[src/rtl/seg_scan_decoder_pkg.sv]
// Shared definitions for the seven-segment scan decoder.
// Holds the active-low segment patterns for the hex digits 0..F and for a blank digit.
// The hex encoder uses the same table, so both ends of the display link agree on it.
// Pattern bit order: bit0 = segment a ... bit6 = segment g. A 0 bit lights that segment.
package seg_scan_decoder_pkg;

    localparam logic [6:0] SEG_0     = 7'b1000000;
    localparam logic [6:0] SEG_1     = 7'b1111001;
    localparam logic [6:0] SEG_2     = 7'b0100100;
    localparam logic [6:0] SEG_3     = 7'b0110000;
    localparam logic [6:0] SEG_4     = 7'b0011001;
    localparam logic [6:0] SEG_5     = 7'b0010010;
    localparam logic [6:0] SEG_6     = 7'b0000010;
    localparam logic [6:0] SEG_7     = 7'b1111000;
    localparam logic [6:0] SEG_8     = 7'b0000000;
    localparam logic [6:0] SEG_9     = 7'b0010000;
    localparam logic [6:0] SEG_A     = 7'b0001000;
    localparam logic [6:0] SEG_B     = 7'b0000011;
    localparam logic [6:0] SEG_C     = 7'b1000110;
    localparam logic [6:0] SEG_D     = 7'b0100001;
    localparam logic [6:0] SEG_E     = 7'b0000110;
    localparam logic [6:0] SEG_F     = 7'b0001110;
    localparam logic [6:0] SEG_BLANK = 7'b1111111;

    // Result of decoding one segment pattern.
    typedef struct packed {
        logic       invalid;  // pattern is not one of SEG_0..SEG_F
        logic [3:0] nibble;   // decoded value, 0 when invalid
    } hex_dec_t;

endpackage

[src/rtl/seg_scan_decoder_if.sv]
// Bus between a seven-segment display scanner and the scan decoder.
// Ports:
//   seg_n      segment lines, active-low, bit0=a ... bit6=g
//   an_n       digit enables, active-low, one-hot while a digit is lit
//   value      last complete decoded word, digit i at [4i+3:4i]
//   valid      one-cycle strobe when value/err/digit_err update
//   err        last frame had at least one undecodable digit
//   digit_err  per-digit undecodable flags of the last frame
// Handshake: valid is a plain one-cycle strobe with no ready. The display pins cannot be
// held off, so a consumer must take value/err/digit_err on the cycle valid is high, or
// read them later since they hold until the next frame completes.
interface seg_scan_decoder_if #(
    parameter int NUM_DIGITS = 4
);
    logic [6:0]              seg_n;
    logic [NUM_DIGITS-1:0]   an_n;
    logic [4*NUM_DIGITS-1:0] value;
    logic                    valid;
    logic                    err;
    logic [NUM_DIGITS-1:0]   digit_err;

    // master: drives the display pins and observes the decoded result
    modport master (
        output seg_n, an_n,
        input  value, valid, err, digit_err
    );

    // slave: the decoder
    modport slave (
        input  seg_n, an_n,
        output value, valid, err, digit_err
    );
endinterface

[src/rtl/seg7_to_hex.sv]
// Combinational seven-segment pattern to hex nibble decoder.
// Ports:
//   seg_n  in   7  active-low segment pattern, bit0=a ... bit6=g
//   dec    out  5  {invalid, nibble}; unknown patterns (blank included) give invalid=1, nibble=0
module seg7_to_hex
    import seg_scan_decoder_pkg::*;
(
    input  logic [6:0] seg_n,
    output hex_dec_t   dec
);

    always_comb begin
        dec.invalid = 1'b0;
        dec.nibble  = 4'h0;
        case (seg_n)
            SEG_0:   dec.nibble = 4'h0;
            SEG_1:   dec.nibble = 4'h1;
            SEG_2:   dec.nibble = 4'h2;
            SEG_3:   dec.nibble = 4'h3;
            SEG_4:   dec.nibble = 4'h4;
            SEG_5:   dec.nibble = 4'h5;
            SEG_6:   dec.nibble = 4'h6;
            SEG_7:   dec.nibble = 4'h7;
            SEG_8:   dec.nibble = 4'h8;
            SEG_9:   dec.nibble = 4'h9;
            SEG_A:   dec.nibble = 4'hA;
            SEG_B:   dec.nibble = 4'hB;
            SEG_C:   dec.nibble = 4'hC;
            SEG_D:   dec.nibble = 4'hD;
            SEG_E:   dec.nibble = 4'hE;
            SEG_F:   dec.nibble = 4'hF;
            default: dec.invalid = 1'b1;
        endcase
    end

endmodule

[src/rtl/seg_scan_decoder.sv]
// Receive side of a time-multiplexed seven-segment display bus.
// Samples the segment/anode pins, waits until a digit's pins have been stable for
// STABLE_CYCLES samples, decodes the digit and collects digits until every position has
// been seen once, then publishes the whole word with a one-cycle valid strobe.
// Ports:
//   clk    in   system clock, rising edge
//   reset  in   asynchronous, active-high
//   bus    seg_scan_decoder_if.slave (seg_n, an_n in; value, valid, err, digit_err out)
// Parameters:
//   NUM_DIGITS     number of anode lines
//   STABLE_CYCLES  identical consecutive samples needed to accept a digit (>= 2)
//   CNT_W          stability counter width, must hold STABLE_CYCLES-1
module seg_scan_decoder
    import seg_scan_decoder_pkg::*;
#(
    parameter int NUM_DIGITS    = 4,
    parameter int STABLE_CYCLES = 8,
    parameter int CNT_W         = 4
) (
    input  logic                clk,
    input  logic                reset,
    seg_scan_decoder_if.slave   bus
);

    localparam logic [CNT_W-1:0] CNT_MAX = CNT_W'(STABLE_CYCLES - 1);
    localparam logic [CNT_W-1:0] CNT_PRE = CNT_W'(STABLE_CYCLES - 2);

    // pin samples: s_* is the current registered sample, p_* the one before
    logic [6:0]              s_seg, p_seg;
    logic [NUM_DIGITS-1:0]   s_an, p_an;
    logic [CNT_W-1:0]        cnt;

    // frame assembly
    logic [4*NUM_DIGITS-1:0] slots;
    logic [NUM_DIGITS-1:0]   seen, bad;
    logic                    complete;   // high the cycle after the frame's last accept

    // output registers
    logic [4*NUM_DIGITS-1:0] value_r;
    logic                    valid_r, err_r;
    logic [NUM_DIGITS-1:0]   digit_err_r;

    logic                    match, accept;
    logic [NUM_DIGITS-1:0]   lit, cap, seen_base;
    logic                    frame_done;
    hex_dec_t                dec;

    seg7_to_hex u_dec (
        .seg_n (s_seg),
        .dec   (dec)
    );

    always_comb begin
        match     = (s_seg == p_seg) && (s_an == p_an);
        // fires only on the count step into CNT_MAX, so a held window accepts once
        accept    = match && (cnt == CNT_PRE);
        lit       = ~s_an;
        // capture mask: the lit digit on an accept, nothing if zero or several are lit
        cap       = (accept && $onehot(lit)) ? lit : '0;
        // the edge that publishes a frame also starts the next one empty
        seen_base = complete ? '0 : seen;
        frame_done = (|cap) && ((seen_base | cap) == '1);
    end

    always_ff @(posedge clk or posedge reset) begin
        if (reset) begin
            s_seg       <= 7'h7F;
            p_seg       <= 7'h7F;
            s_an        <= '1;
            p_an        <= '1;
            cnt         <= '0;
            slots       <= '0;
            seen        <= '0;
            bad         <= '0;
            complete    <= 1'b0;
            value_r     <= '0;
            valid_r     <= 1'b0;
            err_r       <= 1'b0;
            digit_err_r <= '0;
        end else begin
            s_seg <= bus.seg_n;
            s_an  <= bus.an_n;
            p_seg <= s_seg;
            p_an  <= s_an;

            if (match) begin
                if (cnt != CNT_MAX) cnt <= cnt + 1'b1;
            end else begin
                cnt <= '0;
            end

            seen <= seen_base | cap;
            for (int i = 0; i < NUM_DIGITS; i++) begin
                if (cap[i]) begin
                    slots[4*i +: 4] <= dec.nibble;
                    bad[i]          <= dec.invalid;
                end else if (complete) begin
                    bad[i] <= 1'b0;
                end
            end

            complete <= frame_done;
            valid_r  <= complete;
            if (complete) begin
                value_r     <= slots;
                digit_err_r <= bad;
                err_r       <= |bad;
            end
        end
    end

    assign bus.value     = value_r;
    assign bus.valid     = valid_r;
    assign bus.err       = err_r;
    assign bus.digit_err = digit_err_r;

endmodule
[src/flat_wrapper.sv]
// flat-port wrapper written by rule: the top's interface ports become plain ports
module seg_scan_decoder_flat import seg_scan_decoder_pkg::*;
#(
    parameter int NUM_DIGITS    = 4,
    parameter int STABLE_CYCLES = 8,
    parameter int CNT_W         = 4
)
  (clk, reset, bus_seg_n, bus_an_n, bus_value, bus_valid, bus_err, bus_digit_err);
  seg_scan_decoder_if #(.NUM_DIGITS(NUM_DIGITS)) bus_i ();
  input  logic clk;
  input  logic reset;
  input wire logic [$bits(bus_i.seg_n)-1:0] bus_seg_n;
  input wire logic [$bits(bus_i.an_n)-1:0] bus_an_n;
  output wire logic [$bits(bus_i.value)-1:0] bus_value;
  output wire logic [$bits(bus_i.valid)-1:0] bus_valid;
  output wire logic [$bits(bus_i.err)-1:0] bus_err;
  output wire logic [$bits(bus_i.digit_err)-1:0] bus_digit_err;
  assign bus_i.seg_n = bus_seg_n;
  assign bus_i.an_n = bus_an_n;
  assign bus_value = bus_i.value;
  assign bus_valid = bus_i.valid;
  assign bus_err = bus_i.err;
  assign bus_digit_err = bus_i.digit_err;
  seg_scan_decoder #(.NUM_DIGITS(NUM_DIGITS), .STABLE_CYCLES(STABLE_CYCLES), .CNT_W(CNT_W)) u_core (.clk(clk), .reset(reset), .bus(bus_i));
endmodule
[config.mk]
export PLATFORM = sky130hd
export DESIGN_NAME = seg_scan_decoder_flat
export DESIGN_NICKNAME = d
export VERILOG_FILES = /design/src/rtl/seg_scan_decoder_pkg.sv /design/src/rtl/seg_scan_decoder_if.sv /design/src/rtl/seg7_to_hex.sv /design/src/rtl/seg_scan_decoder.sv /design/src/flat_wrapper.sv
export SDC_FILE = /design/constraint.sdc
export NUM_CORES = 1
export LEC_CHECK = 0
export ABC_AREA = 0
export ABC_CLOCK_PERIOD_IN_PS = 3130
export CAP_MARGIN = 0
export CELL_PAD_IN_SITES_DETAIL_PLACEMENT = 1
export CELL_PAD_IN_SITES_GLOBAL_PLACEMENT = 1
export CORE_MARGIN = 2
export CORE_UTILIZATION = 40
export DETAILED_ROUTE_END_ITERATION = 12
export HOLD_SLACK_MARGIN = 0.12
export PLACE_DENSITY_LB_ADDON = 0.3
export SLEW_MARGIN = 0
export SYNTH_ARGS = -nofsm -noshare
export SYNTH_HDL_FRONTEND = slang
export SYNTH_HIERARCHICAL = 1
export SYNTH_SLANG_ARGS = --single-unit
export TNS_END_PERCENT = 1
[constraint.sdc]
create_clock -name clk -period 3.13 [get_ports clk]
set_clock_uncertainty 0.1 [all_clocks]
set_input_delay 0.626 -clock clk [delete_from_list [all_inputs] [get_ports clk]]
set_output_delay 0.626 -clock clk [all_outputs]
set_load 0.01 [all_outputs]
==> out/qor.yml <==
status: "completed"
stdcell_count: 397
grt_util_all_layers_pct: 16.9
ir_drop_uv: 198
p_seq_share_pct: 55.6
drtIter0Drc: 98
rsz0062_at_grt: "no"
antenna_cells: 0
finalCriticalPeriod_ns: 2.97
hold_path_class: "reg2reg"
h-tree-depth: 3
cts_buffer_depth: 2
worstSetupPathType: "reg2reg"
ys_top_cells_by_area: "dfrtp_1 39%, dfstp_2 18%, mux2_2 13%"
worst_pin_slew_ns: 0.673
place.gp.congestion: 0.783
ys.flop_type: "dfrtp_1"
slew_headroom_pct: 55.1
swShare_pct: 26.6
synthArstFlopShare_pct: 100
grt-ovfl-total: 0
dr.pass1.iters: 4
grt_max_degree: 74
ys_ff_latch: 73
hold_viol_final: 0
io_buffers: 34
num_rows: 33
via_per_inst: 5.25
fin_total_pwr_mw: 1.80
syn_to_final_growth_pct: 20.2
dp.cells: 381
ys_seq_area_share_pct: 56.5
start_kind: "flop"
cp_max_fo: 7
dieArea_sq_um: 8950
synth_nets: 265
first_global_vias: 2187
fin_area_sq_um: 3950
p_comb_share_pct: 6.1
ctsHoldBuffers: 0
setup_viol: 0
clk-insertion-delay-late_ns: 0.35
crit_required_ns: 3.26
initial_utilization_pct: 40.6
cts_made_buffers: 9
wl_per_cell_um: 17.1
hpwlAfterDp_um: 4510
antenna_found_initial: 0
coreArea_sq_um: 8090
synth-edff-count: 0
yosys.area.top_type: "dfrtp_1"
clk_pin_slew_ns: 0.08
synth.distinct_cells: 51
maxSlewViolCount: 0
p_per_area_nw_per_um2: 455
wirelength_um: 6780
synth_area_per_cell_sq_um: 13.3
end_kind: "flop"
synth_warnings: 6
synth_top_cell_area_share_pct: 38.9
cts-root-buf: "clkbuf_8"
num_vias: 2083
cts_num_sinks: 73
fin_util_pct: 48.7
ios: 35
critical_path_arrival_ns: 3.10
final_nets: 305
drtAntennaViolNets: 0
grt_pass1_wl_um: 11400
clockPowerShare_pct: 38.3
place_ws_ns: 0.0641
die_x_um: 94.6
p_leak_nw: 1.77
fin_crit_sh_pct: 95.0
max_freq_ghz: 0.336
cts_tree: "built"
fill_cells: 859
fin_ws_ns: 0.158
synthCells: 247
die_h_um: 94.6
synth_area_sq_um: 3280
timing.hold.ws_ns: 0.318
fin_tns_setup_ns: 0
place_area_sq_um: 3760
power_switching_uw: 478
cts_setup_buffers: 0
drc: 0
maxCapViolations: 0
internal-power_mw: 1.32
drive_gt1_share_pct: 30.8
power groups by stage:
stage | Sequential [mW] | Clock (mW) | Combinational [mW]
5_1_grt | 1.00 | 0.755 | 0.121
6_report | 0.998 | 0.688 | 0.109
2_1_floorplan | 0.999 | 0 | 0.0822
3_5_place_dp | 1.02 | 0 | 0.112
4_1_cts | 0.999 | 0.719 | 0.112
3_3_place_gp | 1.01 | 0 | 0.110
final cells by class:
class,count,area (sq um),area share (%)
clock inverters,7,60.1,1.52
repair buffers,39,390,9.90
inverters,7,26.3,0.666
clock buffers,9,124,3.14
multi-input cells,157,1360,34.4
flip-flops and latches,73,1850,47.0
well taps,105,131,3.33
layout by cell type (no fill, tap or decap), types with 3 or more instances in the layout:
| master | Yosys | layout |
|---|---|---|
| mux2_1 | 3 | 3 |
| or3_1 | 6 | 6 |
| buf_4 | 0 | 4 |
| dfrtp_1 | 51 | 51 |
| clkdlybuf4s50_1 | 0 | 34 |
| nor2b_1 | 6 | 6 |
| a21o_1 | 4 | 4 |
| nor2_1 | 13 | 13 |
| nor4_4 | 4 | 4 |
| dfstp_2 | 22 | 22 |
| a21oi_1 | 5 | 5 |
| xor2_1 | 4 | 4 |
| nor3_1 | 4 | 4 |
| ha_1 | 4 | 4 |
| nand2_1 | 8 | 8 |
| nand3_1 | 5 | 5 |
| o21ai_0 | 4 | 4 |
| nand2b_1 | 3 | 3 |
| nor3b_1 | 3 | 3 |
| mux2_2 | 37 | 37 |
| clkinvlp_4 | 0 | 3 |
| inv_1 | 7 | 6 |
| xnor2_1 | 8 | 8 |
| inv_6 | 0 | 3 |
| clkbuf_8 | 0 | 9 |
synthesized netlist by cell type, types with 3 or more instances:
library cell,instances
a21o_1,4
a21oi_1,5
buf_2,5
clkbuf_1,3
dfrtp_1,51
dfstp_2,22
ha_1,4
inv_1,7
mux2_1,3
mux2_2,37
nand2_1,8
nand2b_1,3
nand3_1,5
nor2_1,13
nor2b_1,6
nor3_1,4
nor3b_1,3
nor4_4,4
o21ai_0,4
or3_1,6
xnor2_1,8
xor2_1,4
critical path, stage by stage (launching register included):
cell       delay, ns
dfstp_2         0.61
fa_1            0.43
inv_1           0.08
ha_1            0.15
ha_1            0.22
nor2_1          0.22
nand4bb_4       0.22
nor4_4          0.41
mux2_2          0.40
registers in the layout, indices dropped and copies added, names as in the netlist, 7 cells and up:
| register | cells |
|---|---|
| u_core/slots | 16 |
| u_core/s_seg | 7 |
| u_core/p_seg | 7 |
| u_core/bus.value | 16 |
metal layers:
metal	wire length [um]	global-route usage, %	vias up
met2	3210	24.9	26
li1	-	-	970
met4	77	7.25	0
met3	183	4.79	6
met1	3310	23.3	1081
met5	0	0	-
worst paths after layout:
| check | start | end | slack, ns | cells past startpoint |
|---|---|---|---|---|
| setup / recovery | u_core/s_an[3]$_DFF_PP1_ | u_core/slots[6]$_DFFE_PP0P_ | 0.16 | 8 |
| hold / removal | u_core/s_an[2]$_DFF_PP1_ | u_core/p_an[2]$_DFF_PP1_ | 0.32 | 0 |
| setup reg to reg | u_core/s_an[3]$_DFF_PP1_ | u_core/slots[6]$_DFFE_PP0P_ | 0.16 | 8 |
| hold reg to reg | u_core/s_an[2]$_DFF_PP1_ | u_core/p_an[2]$_DFF_PP1_ | 0.32 | 0 |
| max in group asynchronous | reset | u_core/p_seg[5]$_DFF_PP1_ | 2.00 | 3 |
| min in group asynchronous | reset | u_core/cnt[1]$_DFFE_PP0P_ | 0.57 | 3 |
cells by family after synthesis:
group	Yosys count	synth area share (%)
AOI/OAI and AO/OA	28	6.56
muxes	42	14.3
DFF	73	56.5
buffers and inverters	17	2.13
and+or+nand+nor	70	15.2
xor gates and xnor gates	12	3.20
adders and majority gates	5	2.13
what timing repair did:
item                                    4_1_cts  5_1_grt
endpoints found under the setup margin        0        8
resized for setup                             0        0
endpoints found under the hold margin         0        0
No activity file was read; power rests on OpenSTA's default activity.
